`config.mk`:
```
export PLATFORM = sky130hd
export DESIGN_NAME = ladybird_fetch
export DESIGN_NICKNAME = d
export VERILOG_FILES = /design/src/rtl/ladybird_fetch.sv
export SDC_FILE = /design/constraint.sdc
export NUM_CORES = 1
export LEC_CHECK = 0
export ABC_CLOCK_PERIOD_IN_PS = 9700
export BUFFER_PORTS_ARGS = -buffer_cell sky130_fd_sc_hd__buf_2
export CAP_MARGIN = 10
export CORE_MARGIN = 5
export CORE_UTILIZATION = 63
export CTS_BUF_LIST = sky130_fd_sc_hd__clkbuf_4
export DETAILED_ROUTE_END_ITERATION = 7
export PLACE_DENSITY = 0.86
export SLEW_MARGIN = 10
export SYNTH_ARGS = -nofsm -noshare
export SYNTH_HDL_FRONTEND = slang
export SYNTH_SLANG_ARGS = --single-unit
export TNS_END_PERCENT = 50
```
`constraint.sdc`:
```
create_clock -name clk -period 9.7 [get_ports clk]
set_input_delay 0.485 -clock clk [delete_from_list [all_inputs] [get_ports clk]]
set_output_delay 0.485 -clock clk [all_outputs]
set_load 0.03 [all_outputs]
```
`src/rtl/ladybird_fetch.sv`:
```
// ladybird_fetch -- instruction fetch stage.
// Issues sequential word-aligned fetch addresses to the memory unit under a
// credit limit, buffers returned words in a DEPTH-entry prefetch FIFO and
// presents them to decode. A redirect flushes the FIFO, marks all in-flight
// responses for discard and restarts fetch at the new target.
//
// Ports:
//   clk, rst                    clock, asynchronous active-high reset
//   pc, pc_valid, pc_ready      fetch request to memory unit
//   inst, inst_pc, inst_valid,
//   inst_ready                  returned instruction word (always accepted)
//   redirect_valid, redirect_pc control-flow redirect pulse and target
//   fetch_inst, fetch_pc,
//   fetch_valid, fetch_ready    FIFO head presented to decode
module ladybird_fetch #(
  parameter int unsigned     XLEN         = 32,
  parameter logic [XLEN-1:0] RESET_VECTOR = '0,
  parameter int unsigned     DEPTH        = 4
) (
  input  logic            clk,
  input  logic            rst,
  output logic [XLEN-1:0] pc,
  output logic            pc_valid,
  input  logic            pc_ready,
  input  logic [XLEN-1:0] inst,
  input  logic [XLEN-1:0] inst_pc,
  input  logic            inst_valid,
  output logic            inst_ready,
  input  logic            redirect_valid,
  input  logic [XLEN-1:0] redirect_pc,
  output logic [XLEN-1:0] fetch_inst,
  output logic [XLEN-1:0] fetch_pc,
  output logic            fetch_valid,
  input  logic            fetch_ready
);

  localparam int unsigned CW = $clog2(DEPTH + 1);
  localparam int unsigned AW = $clog2(DEPTH);
  localparam logic [XLEN-1:0] ALIGN_MASK = ~XLEN'(3);
  localparam logic [CW:0]     DEPTH_C    = (CW + 1)'(DEPTH);

  logic [XLEN-1:0] inst_mem [DEPTH];
  logic [XLEN-1:0] pc_mem   [DEPTH];

  logic [XLEN-1:0] next_pc_q, next_pc_d;
  logic [AW-1:0]   rd_ptr_q, rd_ptr_d;
  logic [AW-1:0]   wr_ptr_q, wr_ptr_d;
  logic [CW-1:0]   count_q, count_d;
  logic [CW-1:0]   outst_q, outst_d;
  logic [CW-1:0]   drop_q, drop_d;

  logic [CW:0] credit_used;
  logic        req_fire, rsp_fire, drop_hit, push, pop, wr_en;

  // Every accepted request reserves a FIFO slot, so responses never need
  // back-pressure.
  assign credit_used = {1'b0, count_q} + {1'b0, outst_q};
  assign pc_valid    = credit_used < DEPTH_C;
  assign pc          = next_pc_q;
  assign inst_ready  = 1'b1;

  assign fetch_valid = count_q != '0;
  assign fetch_inst  = fetch_valid ? inst_mem[rd_ptr_q] : '0;
  assign fetch_pc    = fetch_valid ? pc_mem[rd_ptr_q]   : '0;

  assign req_fire = pc_valid & pc_ready;
  assign rsp_fire = inst_valid;
  assign drop_hit = rsp_fire & (drop_q != '0);
  assign push     = rsp_fire & ~drop_hit;
  assign pop      = fetch_valid & fetch_ready;
  assign wr_en    = push & ~redirect_valid;

  always_comb begin
    next_pc_d = next_pc_q;
    rd_ptr_d  = rd_ptr_q;
    wr_ptr_d  = wr_ptr_q;
    count_d   = count_q;
    drop_d    = drop_q;
    outst_d   = outst_q + CW'(req_fire) - CW'(rsp_fire);

    if (req_fire) begin
      next_pc_d = next_pc_q + XLEN'(4);
    end

    if (redirect_valid) begin
      // Everything still in flight after this cycle's events is stale,
      // including a request accepted right now.
      count_d   = '0;
      rd_ptr_d  = '0;
      wr_ptr_d  = '0;
      drop_d    = outst_d;
      next_pc_d = redirect_pc & ALIGN_MASK;
    end else begin
      if (drop_hit) begin
        drop_d = drop_q - CW'(1);
      end
      if (push) begin
        wr_ptr_d = wr_ptr_q + AW'(1);
      end
      if (pop) begin
        rd_ptr_d = rd_ptr_q + AW'(1);
      end
      case ({push, pop})
        2'b10:   count_d = count_q + CW'(1);
        2'b01:   count_d = count_q - CW'(1);
        default: count_d = count_q;
      endcase
    end
  end

  always_ff @(posedge clk or posedge rst) begin
    if (rst) begin
      next_pc_q <= RESET_VECTOR & ALIGN_MASK;
      rd_ptr_q  <= '0;
      wr_ptr_q  <= '0;
      count_q   <= '0;
      outst_q   <= '0;
      drop_q    <= '0;
    end else begin
      next_pc_q <= next_pc_d;
      rd_ptr_q  <= rd_ptr_d;
      wr_ptr_q  <= wr_ptr_d;
      count_q   <= count_d;
      outst_q   <= outst_d;
      drop_q    <= drop_d;
    end
  end

  // Storage needs no reset: entries are only visible while count_q covers them.
  always_ff @(posedge clk) begin
    if (wr_en) begin
      inst_mem[wr_ptr_q] <= inst;
      pc_mem[wr_ptr_q]   <= inst_pc;
    end
  end

endmodule

```
Word-level counts from Yosys, hierarchy flattened
Memory sizes are Yosys's and may differ from the RTL's.
Cells that the tools add are included.
Storage, ports and cells
  register bits: 45
  RAM bits: 256
  input bits: 102
  output and inout bits: 99
  word-level logic and storage cells: 48
  memories: 2
Memory list
  inst_mem: depth 4, bits a word 32, read ports 1, clocked after Yosys merged registers in 0, wr ports 1, RTL line 42  | logic [XLEN-1:0] inst_mem [DEPTH];
  pc_mem: depth 4, bits a word 32, read ports 1, clocked after Yosys merged registers in 0, wr ports 1, RTL line 43  | logic [XLEN-1:0] pc_mem [DEPTH];
Operators by class
  add/sub/neg operators: 9
  $lt $le $gt $ge: 1
  equal/unequal tests: 2
  multiplexer cells: 14
  bitwise gates (word level): 7
  reductions and logical operators: 7
Operator list (count)
  $mux W32: 4
  $add A32 B3 Y32 const B: 1
  $mux W3: 3
  $reduce_bool A3 Y1: 3
  $mux W2: 4
  $reduce_bool A2 Y1: 4
  $pmux W3 S2: 1
  $sub A3 B1 Y3 const B: 2
  $and A1 B1 Y1: 5
  $add A2 B1 Y2 const B: 2
  $add A3 B3 Y4: 1
  $lt A4 B3 Y1 const B: 1
  $add A3 B1 Y3: 1
  $add A3 B1 Y3 const B: 1
  $sub A3 B1 Y3: 1
  $eq A2 B1 Y1 const B: 1
  $eq A2 B2 Y1 const B: 1
  $mux W1: 2
  $not A1 Y1: 2

Longest topological paths before layout
  word-level depth: 7
  mapped depth: 13
  gate-level depth less buffers: 12

Worst setup path after synthesis
No wires, ideal clock.
  kind: reg2reg
  from: register count_q[2]
  to: register drop_q[2]
  setup time: 0.133 ns
  data arrival time: 2.966 ns
  required time: 9.567 ns
  setup slack: 6.601 ns
  cell stages (with the launch flop): 14
  path buffers: 1
  clock period less this slack: 3.099 ns
  cell sequence: dfrtp_1 -> ha_1 -> or3_4 -> buf_6 -> nor2_1 -> nand2_1 -> ha_1 -> inv_1 -> ha_1 -> inv_1 -> fa_1 -> xnor2_1 -> nand2_1 -> o21ai_0
Between the ends
  cells in the longest elaborated chain, start to end: 6
RTL lines
  start, declared: RTL line 48  | logic [CW-1:0] count_q, count_d;
  start signal, assigned: RTL line 123  | count_q <= count_d;
  $add A3 B3 Y4: RTL line 57  | assign credit_used = {1'b0, count_q} + {1'b0, outst_q};
  $lt A4 B3 Y1: RTL line 58  | assign pc_valid = credit_used < DEPTH_C;
  net pc_valid: RTL line 23  | output logic pc_valid,
  $and A1 B1 Y1: RTL line 66  | assign req_fire = pc_valid & pc_ready;
  $add A3 B1 Y3: RTL line 79  | outst_d = outst_q + CW'(req_fire) - CW'(rsp_fire);
  $sub A3 B1 Y3: RTL line 79
  net outst_d[2]: RTL line 49  | logic [CW-1:0] outst_q, outst_d;
  $mux W3: RTL line 85  | if (redirect_valid) begin
  end signal, assigned: RTL line 125  | drop_q <= drop_d;
  end, declared: RTL line 50  | logic [CW-1:0] drop_q, drop_d;
The timed path passes the listed nets, and every way through them passes these cells.
A chain may end at the register's enable or synchronous reset.

Worst setup path after layout
  from: register rd_ptr_q[0]
  to: output fetch_pc[31]
Between the ends
  cells in the longest elaborated chain, start to end: 2
RTL lines
  start, declared: RTL line 46  | logic [AW-1:0] rd_ptr_q, rd_ptr_d;
  start signal, assigned: RTL line 121  | rd_ptr_q <= rd_ptr_d;
  $mem_v2 Z4 W32
  $mux W32: RTL line 64  | assign fetch_pc = fetch_valid ? pc_mem[rd_ptr_q] : '0;
  end, declared: RTL line 32  | output logic [XLEN-1:0] fetch_pc,
No other way between the ends.

==> reports/results.tsv <==
stage	metric	value	unit
placement	port bufs	195	
final_layout	area of the multi-input gates	3190	um^2
sta	Max Freq	0.274	GHz
critical_path	crit-path max FO	48	
final_layout	highest-count cells in the layout ignoring fill and taps	edfxtp_1 (256), buf_2 (195), clkbuf_4 (109)	
clocking	clock tree sinks	299	
synth	Mean Syn Cell Area	17.9	um^2
run_status	outcome	finished, final reports clean	
final_layout	fill count	1074	
clocking	Worst-path clk slew	0.06	ns
power	leakage power	0.00536	uW
final_layout	Final Cell Area	14500	um^2
drt	Routed WL	24700	um
sta	setup TNS	0	ns
clocking	root buf cell	clkbuf_4	
floorplanning	initial core utilization	64.4	%
floorplanning	# IOs	201	
sta	final setup violation count	0	
global_route	antenna violations before repair	3	
placement	placed wire-length estimate	14700	um
critical_path	CP arrival	3.16	ns
worst_hold_path	min-delay worst type	input pin to flip-flop	
placement	Post-DP Area	13300	um^2
critical_path	slowest cell delay on critical path	0.79	ns
final_layout	most common cell after layout, fill and taps aside	edfxtp_1	
sta	Slew Limit Fails	0	
synth	#FFs+latches synth	299	
clocking	Post-CTS Setup Bufs	0	
drt	WL per Instance	19.7	um
sta	Clock Skew	0.0398	ns
clocking	CTS max path bufs	3	
floorplanning	CORE AREA	18800	um^2
floorplanning	Die X-Extent	149	um
sta	number of hold violations in the final report	0	
global_route	Congestion Overflow GR	0	
critical_path	Startpoint Class	flip-flop	
sta	slew at the pin closest to its max-slew limit	1.13	ns
synth	post-synth cell types	39	
drt	initial DRC count	506	
clocking	H-tree Lvls	3	
power	PD cells	265	nW/um^2
critical_path	Slowest-stage cell, CP	buf_4	
final_layout	Final Util	77.1	%
synth	mapped cell area	12100	um^2
synth	Syn Inst Count	678	
sta	final period utilization	37.6	%
drt	Avg Vias per Cell	5.64	
sta	min Tclk post-route	3.65	ns
clocking	CTS tree	built	
floorplanning	FP Rows	50	
critical_path	critical path endpoint category	primary output	
global_route	number of global-route vias before repair	7807	
placement	Final GP Congestion	0.835	
critical_path	CP Cell Sequence	buf_4, mux4_2, and2_1, buf_2	
sta	Relative slew margins	24.6	%
final_layout	Final nets	1052	
critical_path	Worst Path Required	9.22	ns
clocking	Skew-Pair Late Insertion Delay	0.66	ns
power	Pwr Total	3840	uW
clocking	hold_buf cts	18	
drt	number of remaining DRC errors	0	
floorplanning	die height	149	um
global_route	GRT Overall Usage	22.8	%
synth	sequential cell area fraction in the yosys report	72.2	%
job	Max-Cap Viols	0	
clocking	post-CTS resize count	0	
final_layout	share of layout cells above drive strength 1	39.8	%
sta	unrepaired setup endpoints after global routing	no	
sta	Worst Hold Slack	0.0395	ns
clocking	CTS Buf Count	74	
floorplanning	Die Area	22100	um^2
power	peak supply drop	237	uV
final_layout	Area growth syn-to-layout	19.6	%
final_layout	sequential standard cell area	8770	um^2
drt	ANT nets after route	0	
critical_path	WS Path Type	flip-flop to primary output	
drt	First-pass DRT Iterations	5	
global_route	largest net degree at the start of global routing	68	
global_route	first-pass GRT wire length	39200	um
drt	via count	7046	
synth	yosys warns	0	
-- worst max-delay path, delay by kind of cell, from the launching register on --
family	cells	cell delay (ns)
flops	1	0.65
simple gates	1	0.19
buf+inv	2	0.97
mux	1	0.62
-- worst paths after layout --
path	startpoint	to	slack (ns)	cells past startpoint
worst min register to register	outst_q[0]	outst_q[0]	0.55	1
worst max register to register	count_q[1]	count_q[2]	6.66	7
worst max-delay path	rd_ptr_q[0]	fetch_pc[31]	6.05	4
min in group asynchronous	rst	pc[4]	0.51	4
max in group asynchronous	rst	rd_ptr_q[0]	8.74	4
worst min-delay path	redirect_pc[3]	pc[3]	0.04	3
-- stage by stage --
stage	cells	setup WS [ns]
after floorplan	679	6.60
after global placement	1100	6.65
after detailed placement	1100	6.65
after CTS	1245	5.93
after global routing	1250	5.78
final	1250	6.05
-- cells by family after synthesis --
logic type,share of synthesized area (%)
flip-flops,72.2
other,0.0619
buffers and inverters,1.73
AND/OR/NAND/NOR,8.15
AO/OA/AOI/OAI,1.44
XOR/XNOR,2.53
adder cells (fa/ha/maj),1.46
multiplexers,12.4
-- cell type report --
| type | count | share of cell area, % |
|---|---|---|
| Timing Repair Buffer | 219 | 8.33 |
| Clock inverter | 18 | 1.05 |
| Inverter | 12 | 0.310 |
| Antenna cell | 2 | 0.0345 |
| Clock buffer | 109 | 5.64 |
| Multi-Input combinational cell | 331 | 22.0 |
| Tap cell | 260 | 2.24 |
| Sequential cell | 299 | 60.4 |
-- sequential cells by signal, indices dropped and copies added (netlist names) --
signal,flops
wr_ptr_q,2
rd_ptr_q,2
inst_mem,128
outst_q,3
drop_q,3
pc,30
pc_mem,128
count_q,3
-- metal layers --
metal / vias to the layer above / wire length (um) / track usage [%]
li1: 3166 / - / -
met1: 3534 / 9230 / 27.3
met2: 292 / 13100 / 39.9
met3: 52 / 1800 / 5.65
met4: 2 / 579 / 9.70
met5: - / 13 / 0
-- cells in the mapped netlist, drive strengths merged --
library cell / n / share of area, %
dfrtp: 43 / 8.9
conb: 2 / 0.062
xnor2: 14 / 1.0
xor2: 21 / 1.5
or4: 1 / 0.062
and4: 1 / 0.072
nor3b: 1 / 0.062
nand2b: 1 / 0.052
o21ai: 29 / 1.2
and2: 65 / 3.4
buf: 15 / 0.68
mux2: 3 / 0.28
or3: 3 / 0.20
mux4: 64 / 12
nor4: 6 / 0.56
nor4b: 1 / 0.072
and3: 7 / 0.36
ha: 11 / 1.1
fa: 2 / 0.33
nor2: 16 / 0.49
inv: 12 / 0.37
o31ai: 1 / 0.062
nor3: 6 / 0.25
mux2i: 3 / 0.25
nand3: 16 / 0.70
a31oi: 2 / 0.10
clkbuf: 22 / 0.68
edfxtp: 256 / 63
nand2: 38 / 1.2
nand4: 14 / 0.72
a21oi: 2 / 0.082
-- power breakdown --
group	total, uW	switching, uW	internal, uW	leakage, uW
Combinational	1240	781	458	0.00196
Clock	1060	468	593	0.000573
Sequential	1540	75.1	1470	0.00283
Note: power is estimated with default switching activity, not from simulation.
